`src/rtl/uart_report_scheduler_if.sv`:
```
// uart_report_scheduler_if: requester handshakes and UART buffer signals of the report scheduler
interface uart_report_scheduler_if #(parameter int N = 48);
  logic         en_16_x_baud, buffer_full, req0, req1, ack0, ack1, write_buffer, busy, grant_id;
  logic [N-1:0] data0, data1;
  logic [7:0]   ascii_out;
  modport master (
    output en_16_x_baud, buffer_full, req0, data0, req1, data1,
    input  ack0, ack1, ascii_out, write_buffer, busy, grant_id
  );
  modport slave (
    input  en_16_x_baud, buffer_full, req0, data0, req1, data1,
    output ack0, ack1, ascii_out, write_buffer, busy, grant_id
  );
endinterface

```
`src/rtl/uart_report_scheduler.sv`:
```
// uart_report_scheduler: round-robin picks one of two N-bit words and streams it as ASCII '0'/'1' then CR LF
module uart_report_scheduler #(parameter int N = 48) (
  input logic clk,
  input logic rst_n,
  uart_report_scheduler_if.slave bus
);
  localparam int CW = $clog2(N + 1);
  localparam logic [CW-1:0] LAST = CW'(N - 1);
  typedef enum logic [1:0] {IDLE, SEND_BITS, SEND_CR, SEND_LF} state_t;
  state_t        r_state;
  logic [N-1:0]  r_shift;
  logic [CW-1:0] r_cnt;
  logic          r_grant, r_last, r_ack0, r_ack1;
  logic          w_req, w_pick, w_wr;
  assign w_req  = bus.req0 | bus.req1;
  // on a tie the requester not served last wins; r_last resets to 1 so requester 0 wins first
  assign w_pick = (bus.req0 & bus.req1) ? ~r_last : bus.req1;
  assign w_wr   = (r_state != IDLE) & bus.en_16_x_baud & ~bus.buffer_full;
  always_comb
    bus.ascii_out = r_state == SEND_BITS ? (r_shift[N-1] ? 8'd49 : 8'd48) :
                    r_state == SEND_CR   ? 8'd13 :
                    r_state == SEND_LF   ? 8'd10 : 8'd0;
  always_ff @(posedge clk or negedge rst_n)
    if (!rst_n) begin
      r_state <= IDLE;
      r_shift <= '0;
      r_cnt   <= '0;
      r_grant <= 1'b0;
      r_last  <= 1'b1;
      r_ack0  <= 1'b0;
      r_ack1  <= 1'b0;
    end else begin
      r_ack0 <= 1'b0;
      r_ack1 <= 1'b0;
      case (r_state)
        IDLE: if (w_req) begin
          r_grant <= w_pick;
          r_shift <= w_pick ? bus.data1 : bus.data0;
          r_cnt   <= '0;
          r_ack0  <= ~w_pick;
          r_ack1  <= w_pick;
          r_state <= SEND_BITS;
        end
        SEND_BITS: if (w_wr) begin
          r_shift <= r_shift << 1;
          r_cnt   <= r_cnt + CW'(1);
          if (r_cnt == LAST) r_state <= SEND_CR;
        end
        SEND_CR: if (w_wr) r_state <= SEND_LF;
        SEND_LF: if (w_wr) begin
          r_last  <= r_grant;
          r_state <= IDLE;
        end
        default: r_state <= IDLE;
      endcase
    end
  assign bus.write_buffer = w_wr;
  assign bus.busy         = r_state != IDLE;
  assign bus.grant_id     = r_grant;
  assign bus.ack0         = r_ack0;
  assign bus.ack1         = r_ack1;
endmodule

```
`src/flat_wrapper.sv`:
```
// flat-port wrapper written by rule: the top's interface ports become plain ports
module uart_report_scheduler_flat 
#(parameter int N = 48)
  (clk, rst_n, bus_en_16_x_baud, bus_buffer_full, bus_req0, bus_data0, bus_req1, bus_data1, bus_ack0, bus_ack1, bus_ascii_out, bus_write_buffer, bus_busy, bus_grant_id);
  uart_report_scheduler_if #(.N(N)) bus_i ();
  input logic clk;
  input logic rst_n;
  input wire logic [$bits(bus_i.en_16_x_baud)-1:0] bus_en_16_x_baud;
  input wire logic [$bits(bus_i.buffer_full)-1:0] bus_buffer_full;
  input wire logic [$bits(bus_i.req0)-1:0] bus_req0;
  input wire logic [$bits(bus_i.data0)-1:0] bus_data0;
  input wire logic [$bits(bus_i.req1)-1:0] bus_req1;
  input wire logic [$bits(bus_i.data1)-1:0] bus_data1;
  output wire logic [$bits(bus_i.ack0)-1:0] bus_ack0;
  output wire logic [$bits(bus_i.ack1)-1:0] bus_ack1;
  output wire logic [$bits(bus_i.ascii_out)-1:0] bus_ascii_out;
  output wire logic [$bits(bus_i.write_buffer)-1:0] bus_write_buffer;
  output wire logic [$bits(bus_i.busy)-1:0] bus_busy;
  output wire logic [$bits(bus_i.grant_id)-1:0] bus_grant_id;
  assign bus_i.en_16_x_baud = bus_en_16_x_baud;
  assign bus_i.buffer_full = bus_buffer_full;
  assign bus_i.req0 = bus_req0;
  assign bus_i.data0 = bus_data0;
  assign bus_i.req1 = bus_req1;
  assign bus_i.data1 = bus_data1;
  assign bus_ack0 = bus_i.ack0;
  assign bus_ack1 = bus_i.ack1;
  assign bus_ascii_out = bus_i.ascii_out;
  assign bus_write_buffer = bus_i.write_buffer;
  assign bus_busy = bus_i.busy;
  assign bus_grant_id = bus_i.grant_id;
  uart_report_scheduler #(.N(N)) u_core (.clk(clk), .rst_n(rst_n), .bus(bus_i));
endmodule
```
`config.mk`:
```
export PLATFORM = sky130hd
export DESIGN_NAME = uart_report_scheduler_flat
export DESIGN_NICKNAME = d
export VERILOG_FILES = /design/src/rtl/uart_report_scheduler_if.sv /design/src/rtl/uart_report_scheduler.sv /design/src/flat_wrapper.sv
export SDC_FILE = /design/constraint.sdc
export NUM_CORES = 1
export LEC_CHECK = 0
export CAP_MARGIN = 10
export CORE_MARGIN = 2
export CORE_UTILIZATION = 43
export CTS_CLUSTER_SIZE = 12
export DETAILED_ROUTE_END_ITERATION = 6
export GPL_TIMING_DRIVEN = 0
export PLACE_DENSITY = 0.84
export SLEW_MARGIN = 30
export SYNTH_ARGS = -nofsm -noshare
export SYNTH_HDL_FRONTEND = slang
export SYNTH_SLANG_ARGS = --single-unit
```
`constraint.sdc`:
```
create_clock -name clk -period 6 [get_ports clk]
set_clock_uncertainty 0.15 [all_clocks]
set_input_delay 1.2 -clock clk [delete_from_list [all_inputs] [get_ports clk]]
set_output_delay 1.2 -clock clk [all_outputs]
set_load 0.01 [all_outputs]
```
==> results by group, run 1 <==
Timing
  – Worst slew margin: 52.7%
  – Pins Over Slew Limit: 0
  – Post-layout minimum cycle time: 4170 ps
  – Final worst-path cycle share: 69.4%
  – Slew @ Worst Pin: 709 ps
  – Hold_ws: 327 ps
  – RSZ-0062 raised after global routing: false
  – Final setup violation count: 0
  – Setup TNS: 0 ps
  – Hold violation count in the final report: 0
  – Fmax: 240 MHz

Power and ir drop
  – Peak supply drop: 0.216 mV
  – Leak: 2.13 nW
  – Power per cell area: 397 mW/mm2

Detailed routing
  – Wirelength per Cell: 14.2 um
  – Total Wirelength: 7960 um
  – Number of routed nets with antenna violations: 0
  – # DRC: 0
  – Routed vias: 2890
  – DRT iter0 DRCs: 97
  – Router iterations before antenna repair: 4
  – Mean number of vias per cell: 5.14

Synthesis
  – Flops & latches, synth: 60
  – Syn_area_per_cell: 10.4 um2
  – Sequential share of the synthesized area: 43.8%
  – Synth unique cells: 34
  – Post-Synthesis Cells: 330
  – Async SR Flop Fraction: 100%
  – Prevailing post-synth register cell: dfrtp_1
  – Ys Warns: 0
  – Post-synth EDFFs: 0
  – Mapped Area: 0.00343 mm2

Critical path
  – Required @ worst endpoint: 4650 ps
  – Crit path launch type: input pin
  – Crit end category: output pin
  – Crit Path Class: input pin to output pin
  – CP max FO: 5
  – Critical Path AT: 2820 ps
  – CP Launch Point: bus_en_16_x_baud
  – R2r startpoint: u_core.r_state[1]

Floorplanning
  – Site row count: 32
  – Die footprint: 0.00871 mm2
  – Ports: 115
  – Die W: 93.3 um
  – Die H: 93.3 um
  – Initial core utilization: 44.4%
  – Core Area: 0.00773 mm2

GRT
  – Gr usage total: 18.9%
  – Met1 usage: 23.6%
  – Total global routing overflow: 0
  – Initial antenna violation count: 0
  – Met2 Use GR: 32.8%
  – Vias in the first global route: 2945
  – Largest net degree at the start of global routing: 32
  – M3 GR Usage: 4.03%
  – First-pass GRT wire length: 13100 um
  – GRT busiest layer: met2

Clock network
  – Clk sinks: 60
  – Setup Buffers After CTS: 0
  – H-tree depth: 3
  – # hold bufs at CTS: 0
  – CTS buffer count: 9
  – Clk root buf: clkbuf_8
  – CTS max path bufs: 2
  – Worst skew pair latency: 330 ps
  – TritonCTS clock tree: yes
  – Reg clk slew, reported paths: 60 ps
  – # resized after CTS: 0

Min path
  – Hold Crit Start: u_core.r_shift[15]
  – Path type of the worst min-delay path: flop to flop

Final layout
  – # fillers: 633
  – Nets: 562
  – Final Non-Filler Cells: 562
  – N_diodes: 0
  – Syn-to-layout area delta: 42.5%
  – Proportion of layout cells with a drive suffix above 1: 19.8%

Run
  – Max Cap Viol: 0

Place
  – DPL Wire Length: 6090 um
  – Number of I/O port buffers: 112
  – GP Congestion: 0.753
  – Dpl cells: 546

Run status
  – Status: finished, final reports clean
-- synth_stat cells, types with 2 or more instances --
| library cell | n | area share, % |
|---|---|---|
| nor2_1 | 4 | 0.44 |
| mux2_2 | 50 | 16 |
| inv_1 | 5 | 0.55 |
| dfrtp_1 | 59 | 43 |
| nand2_1 | 53 | 5.8 |
| ha_1 | 5 | 1.8 |
| mux2i_1 | 49 | 14 |
| clkbuf_1 | 7 | 0.77 |
| or3_1 | 3 | 0.55 |
| a21oi_1 | 5 | 0.73 |
| buf_4 | 6 | 1.3 |
| buf_2 | 11 | 1.6 |
| o21ai_0 | 51 | 7.4 |
| nand3_1 | 2 | 0.29 |
-- critical path, stage by stage --
cell	delay, ps
clkdlybuf4s50_1	470
nor3b_1	490
clkdlybuf4s50_1	650
-- stage by stage --
stage / power [mW] / cell area (um2) / util [%] / worst slack (ps)
final: 1.94 / 4890 / 63.3 / 1830
after detailed placement: 1.62 / 4700 / 60.8 / 1810
after CTS: 1.96 / 4890 / 63.3 / 1800
after floorplan: 1.31 / 3440 / - / 2950
after global placement: 1.58 / 4680 / 60.6 / 1720
after global routing: 2.10 / 4890 / 63.3 / 1700
-- state kept, by name (all words and copies together), names as in the netlist --
signal and count:
u_core.r_last 1, u_core.bus.ack1 1, u_core.bus.ack0 1, u_core.r_shift 48
u_core.bus.grant_id 1, u_core.r_state 2, u_core.r_cnt 6
-- logic make-up (layout without fill, tap and decap cells) --
| kind of cell | Yosys count | count (layout) | share of synthesized area, % |
|---|---|---|---|
| adder cells (fa/ha/maj) | 5 | 5 | 1.82 |
| flip-flops | 60 | 60 | 43.8 |
| other | 1 | 2 | 0.109 |
| multiplexers | 99 | 99 | 30.7 |
| AO/OA/AOI/OAI | 66 | 66 | 10.6 |
| buffers and inverters | 30 | 159 | 4.37 |
| AND/OR/NAND/NOR | 69 | 69 | 8.60 |
-- power by group --
| group | leakage [nW] | total, mW | internal (mW) | switching [mW] |
|---|---|---|---|---|
| sequential | 0.798 | 0.689 | 0.585 | 0.103 |
| combinational | 1.24 | 0.917 | 0.452 | 0.465 |
| clock | 0.0982 | 0.335 | 0.181 | 0.154 |
-- cell type report --
cell class                 instances  area [um2]  share of cell area, %
buffer                            25         131                   2.69
clock inverter                     4        22.5                  0.461
multi-input combinational        241        1780                   36.5
sequential                        60        1500                   30.7
tap                              102         128                   2.61
inverter                           5        18.8                  0.384
clock buffer                      12         165                   3.38
timing repair buffer             113        1140                   23.3
-- cells in the final DEF (no fill, tap or decap), types with 7 or more instances in the layout --
master and count:
clkdlybuf4s50_1 111, dfrtp_1 59, nand2_1 53, o21ai_0 51, mux2_2 50, mux2i_1 49
clkbuf_8 12, buf_2 11, buf_4 7, clkbuf_1 7
-- path summary, 6_finish.rpt --
kind | end | slack [ps] | depth (start not counted)
hold reg to reg | u_core.r_shift[15] | 330 | 2
hold / removal | u_core.r_shift[15] | 330 | 2
setup / recovery | bus_write_buffer | 1830 | 3
min in group asynchronous | u_core.r_shift[4] | 650 | 1
setup reg to reg | u_core.r_cnt[4] | 3620 | 9
max in group asynchronous | u_core.r_last | 4480 | 2
-- metal layers --
layer  part of all wire [%]  wire, um
met1                     43      3400
met2                     50      3950
met3                    6.5       518
met4                    1.2        98
met5                      0         0
No activity file was read; power rests on OpenSTA's default activity.
==> run 2: changes to the inputs <==
Settings changed: CORE_UTILIZATION 43 to 42, PLACE_DENSITY 0.84 to 0.85.
Clock period 6 ns to 3.5 ns, I/O delays scaled along.
==> run 2 against run 1 <==
Against the previous run:
- setup slack got worse by 1700 ps
- sequential share of layout area up 0.12 points
- critical path depth up 3
- sequential cell count unchanged
- die area rose by 2.3%
- hold slack worse by 200 ps
- sequential power increased by 71%
- highest routed layer unchanged
- clock power increased by 64%
- total power up 72%
==> results by group, run 2 (same netlist as run 1, synthesis figures left out) <==
Place
  – Dpl cells: 546 (unchanged)
  – Post-place setup slack: 302 ps (-1510 ps)
  – DPL Wire Length: 6540 um (+7.5%)
  – GP Congestion: 0.782 (+3.7%)
  – Number of I/O port buffers: 112 (unchanged)
  – Dpl cell area: 0.00470 mm2 (unchanged)

Final layout
  – Commonest cells after routing, fill and taps aside: clkdlybuf4s50_1 (111), dfrtp_1 (59), nand2_1 (53)
  – Final Non-Filler Cells: 562 (unchanged)
  – Finished Cell Area: 0.00487 mm2 (-0.38%)
  – Largest registers: u_core.r_shift (48), u_core.r_cnt (6), u_core.r_state (2)
  – Nets: 562 (unchanged)
  – Commonest non-fill, non-tap cell in the layout: clkdlybuf4s50_1
  – Syn-to-layout area delta: 41.9%
  – Top reg by flops: u_core.r_shift
  – N_diodes: 0 (unchanged)
  – Layout Utilization: 62.4% (-0.89 points)
  – Max FFs per register: 48 (unchanged)
  – Proportion of layout cells with a drive suffix above 1: 19.6% (-0.22 points)

Power and ir drop
  – Peak supply drop: 0.490 mV (+130%)
  – Sw Ratio: 38.4% (+1.2 points)
  – Switching power: 1.28 mW (+77%)
  – Comb pwr share: 47.9% (+0.6 points)
  – Clock share of power: 16.5% (-0.8 points)
  – Sequential share of power: 35.6% (about the same)
  – Pint: 2.05 mW (+68%)
  – Power per cell area: 684 mW/mm2 (+72%)
  – Leak: 2.12 nW (-0.44%)
  – Power consumption: 3.33 mW (+72%)

Clock network
  – Clk sinks: 60 (unchanged)
  – H-tree depth: 3 (unchanged)
  – Worst skew pair latency: 340 ps (about the same)
  – Clk root buf: clkbuf_8
  – CTS max path bufs: 2 (unchanged)
  – # hold bufs at CTS: 0 (unchanged)
  – Setup Buffers After CTS: 0 (unchanged)
  – Reg clk slew, reported paths: 70 ps (about the same)
  – TritonCTS clock tree: yes
  – CTS buffer count: 9 (unchanged)
  – # resized after CTS: 0 (unchanged)

GRT
  – First-pass GRT wire length: 14000 um (+6.8%)
  – Total global routing overflow: 0 (unchanged)
  – Initial antenna violation count: 0 (unchanged)
  – Gr usage total: 20.3% (+1.4 points)
  – Largest net degree at the start of global routing: 35 (+9.4%)
  – Vias in the first global route: 2976 (+1.1%)

Timing
  – Hold_ws: 124 ps (-202 ps)
  – Slew @ Worst Pin: 724 ps (+14.8 ps)
  – Final worst-path setup slack: 136 ps (-1700 ps)
  – Setup TNS: 0 ps (unchanged)
  – RSZ-0062 raised after global routing: false
  – Final setup violation count: 0 (unchanged)
  – Pins Over Slew Limit: 0 (unchanged)
  – Post-layout minimum cycle time: 3360 ps
  – Fmax: 297 MHz
  – Worst slew margin: 51.8% (-0.99 points)
  – Final worst-path cycle share: 96.1%
  – Hold violation count in the final report: 0 (unchanged)

Detailed routing
  – DRT iter0 DRCs: 81 (-16%)
  – Router iterations before antenna repair: 4 (unchanged)
  – Routed vias: 2921 (+1.1%)
  – Total Wirelength: 8700 um (+9.3%)
  – Met3 wire length: 536 um (+3.5%)
  – Wirelength per Cell: 15.5 um (+9.3%)
  – WL met2: 4450 um (+13%)
  – Uppermost routed layer: met4
  – # DRC: 0 (unchanged)
  – Number of routed nets with antenna violations: 0 (unchanged)
  – Mean number of vias per cell: 5.20 (+1.1%)
  – M1 WL: 3620 um (+6.5%)

Critical path
  – Crit Path Class: flop to output pin
  – CP max FO: 10 (+5)
  – Critical Path AT: 2510 ps (-310 ps)
  – Crit-path cells: inv_1, ha_1, buf_4, clkbuf_1, nor2_1, clkdlybuf4s50_1
  – R2r worst-path depth: 9 (unchanged)
  – Max incr delay on CP: 580 ps (-70 ps)
  – Crit end category: output pin
  – Crit path buf inv count: 4 (+2)
  – R2R Setup Slk: 1080 ps (-2540 ps)
  – Required @ worst endpoint: 2650 ps (-2000 ps)
  – Crit-path leading delay family: buffers and inverters
  – Crit path launch type: flop
  – Stages on worst setup path: 6 (+3)
  – CP max-delay cell: clkbuf_1

Floorplanning
  – Die W: 94.4 um (+1.1%)
  – Ports: 115 (unchanged)
  – Core Area: 0.00781 mm2 (+1.0%)
  – Die H: 94.4 um (+1.1%)
  – Die footprint: 0.00891 mm2 (+2.3%)
  – Initial core utilization: 44.0% (-0.46 points)
  – Site row count: 32 (unchanged)

Run status
  – Status: finished, final reports clean

Min path
  – Path type of the worst min-delay path: input pin to asynchronous set/reset pin

Run
  – Max Cap Viol: 0 (unchanged)
-- run 2: changes by cell type in the layout (fill, tap and decap cells not counted), sizes merged --
cell    delta
clkbuf     -1
clkinv     +1
-- run 2: final cells by class --
type	instances	area [um2]
clock buffer	11	141
sequential	60	1500
inverter	5	18.8
fill	667	2940
tap	102	128
buffer	25	131
timing repair buffer	113	1140
multi-input combinational	241	1780
clock inverter	5	27.5
-- run 2: power by group through the flow --
stage | Combinational (mW) | Sequential [mW] | Clock, mW
CTS | 1.61 | 1.18 | 0.565
global route | 1.78 | 1.22 | 0.596
detailed placement | 1.60 | 1.19 | 0
floorplan | 1.10 | 1.14 | 0
global placement | 1.53 | 1.17 | 0
finish | 1.60 | 1.18 | 0.550
-- run 2: path summary, 6_finish.rpt --
path	start	end
setup / recovery	u_core.r_state[1]	bus_ascii_out[3]
hold / removal	rst_n	u_core.bus.ack0
setup reg to reg	u_core.r_state[1]	u_core.r_cnt[3]
hold reg to reg	u_core.r_shift[43]	u_core.r_shift[43]
max in group asynchronous	rst_n	u_core.r_shift[16]
min in group clk	u_core.r_shift[43]	u_core.r_shift[43]
-- run 2: worst register-to-register path: cells and delay by family (launching register included) --
kind / cells / cell delay, ps
DFF: 1 / 400
buffers and inverters: 4 / 790
adders and majority gates: 1 / 220
AOI/OAI and AO/OA: 3 / 530
and+or+nand+nor: 1 / 270
-- run 2: routing by layer --
layer | vias up | global-route usage, %
li1 | 1410 | -
met1 | 1413 | 24.8
met2 | 85 | 35.5
met3 | 13 | 5.11
met4 | 0 | 5.80
met5 | - | 0
==> patch: new RTL, settings of run 1 <==
Re-encode `state_t` (4 states) as Gray code, 2 bits wide.
--- a/src/rtl/uart_report_scheduler.sv
+++ b/src/rtl/uart_report_scheduler.sv
@@ -8,3 +8,3 @@
   localparam logic [CW-1:0] LAST = CW'(N - 1);
-  typedef enum logic [1:0] {IDLE, SEND_BITS, SEND_CR, SEND_LF} state_t;
+  typedef enum logic [1:0] {IDLE = 2'b00, SEND_BITS = 2'b01, SEND_CR = 2'b11, SEND_LF = 2'b10} state_t;
   state_t        r_state;
Formal check against the unedited RTL: no difference found for any inputs over 10 cycles, from zero or initial values and one cycle with rst_n low; not proved beyond that.
==> patch against run 1 <==
Wire length is 42% higher. Area after synthesis up 13%. Synthesized cell count increased by 21%. Sequential cell count is the same. Setup slack improved by 0.12 ns. Final area increased by 9.8%.
Power is not compared: it rests on default switching activity, and its combinational part moved more than twofold at a synthesized area within 25%.
==> patch: results (changes against run 1) <==
critical_path:
  cp_data_arrival_time_ns: 2.69  # was 2.82 ns
  r2r_slack_ns: 3.97  # was 3.62 ns
  worstReg2RegEnd: "u_core.r_shift[33]$_DFFE_PN0P_"  # was u_core.r_cnt[4]$_DFFE_PN0P_
  regToRegStartpoint: "u_core.r_last$_DFFE_PN1P_"  # was u_core.r_state[1]$_DFFE_PN0P_
  r2r_cells: 5  # was 9
  cp_max_fo: 7  # was 5
  timing.critical_path.slowest_cell_delay_ns: 0.55  # was 0.65 ns
  crit_path_launch: "bus_buffer_full"  # was bus_en_16_x_baud
cells_and_area:
  nets: 626  # was 562
  nFillCells: 747  # was 633
  drive_gt1_frac: 0.09848  # was 0.1978
worst_hold_path:
  holdPathEnd: "u_core.r_shift[1]$_DFFE_PN0P_"  # was u_core.r_shift[15]$_DFFE_PN0P_
  hold_path.startpoint: "u_core.r_shift[1]$_DFFE_PN0P_"  # was u_core.r_shift[15]$_DFFE_PN0P_
  hold-path-cell-count: 1  # was 2
route:
  wirelength_um: 11330  # was 7964 um
  drtIter0Drc: 197  # was 97
  routed_via_density: 6.101  # was 5.142
  firstDrtPassIters: 4  # unchanged
clock_tree:
  number_of_clock_buffers_inserted_by_tritoncts: 9  # unchanged
  clockBufferDepth: 2  # unchanged
  clock_latency_ns: 0.35  # was 0.33 ns
synth:
  most_numerous_cell_types_in_the_synthesized_netlist: "or3_1 (85), dfrtp_1 (59), a211oi_1 (48)"  # was dfrtp_1 (59), nand2_1 (53), o21ai_0 (51)
  synth_compound_gate_area_share: 0.2479  # was 0.1061
  synth_sequential_area_ratio: 0.3877  # was 0.4378
  synth_fa_ha_area_frac: 0.003228  # was 0.01823
  synthTopCellsByArea: "dfrtp_1 (38%), or3_1 (14%), a32o_1 (12%)"  # was dfrtp_1 (43%), mux2_2 (16%), mux2i_1 (14%)
  yosys-mux-area-fraction: 0.01097  # was 0.3070
  postSynth.asyncResetShare: 1.000  # unchanged
grt:
  first_global_vias: 3756  # was 2945
  grt_start_max_net_pins: 34  # was 32
  gr-usage-all-layers: 0.2335  # was 0.1888
  grt_first_pass_wirelength_um: 18420  # was 13080 um
run_status:
  status: "completed"  # unchanged
placed_design:
  routabilityCongestion: 0.8159  # was 0.7533
  place.detailed.hpwl_um: 8247  # was 6087 um
timing:
  setup_slack_ns: 1.957  # was 1.835 ns
  slew_headroom: 0.6550  # was 0.5274
patch: cell count changes after synthesis, moves of 9 or more:
cell	change
a32o_1	+47
a211oi_1	+47
or3_1	+82
clkbuf_1	+30
nand2_1	-51
or3_2	+9
mux2i_1	-47
mux2_2	-48
nand3b_1	+47
o21ai_0	-47
patch: power breakdown:
group / switching, W / total [W] / internal, W
sequential: 0.0000733 / 0.000594 / 0.000521
combinational: 0.000163 / 0.000389 / 0.000226
clock: 0.000166 / 0.000409 / 0.000243
total: 0.000402 / 0.00139 / 0.000990
patch: metrics by stage:
step                      hold slack [ns]  total power (W)  utilization  cell area, sq um  std cells
after CTS                          0.3437         0.001394       0.6158              5370        636
after global routing               0.3561         0.001463       0.6158              5370        636
after global placement             0.3102        0.0009678       0.5890              5136        619
after floorplan                    0.2887        0.0008232            -              3880        399
after detailed placement           0.3311        0.0009902       0.5910              5154        620
final                              0.3424         0.001392       0.6158              5370        636
patch: area by class of cell:
| class | instances | area (sq um) | share of cell area |
|---|---|---|---|
| clock inverter | 5 | 75.07 | 0.01398 |
| sequential | 60 | 1503 | 0.2798 |
| buffer | 56 | 266.5 | 0.04963 |
| multi-input combinational | 280 | 2100 | 0.3910 |
| tap | 108 | 135.1 | 0.02516 |
| clock buffer | 11 | 141.4 | 0.02633 |
| timing repair buffer | 113 | 1139 | 0.2120 |
| inverter | 3 | 11.26 | 0.002097 |
patch: metal layers:
metal / global-route usage / share of wire
met3: 0.03901 / 0.068
met4: 0.1012 / 0.022
met1: 0.3054 / 0.43
met5: 0 / 0
met2: 0.3820 / 0.48
patch: critical path, delay by kind of cell:
family / cells / cell delay (ns)
buffers and inverters: 2 / 1.02
AND/OR/NAND/NOR: 2 / 0.47
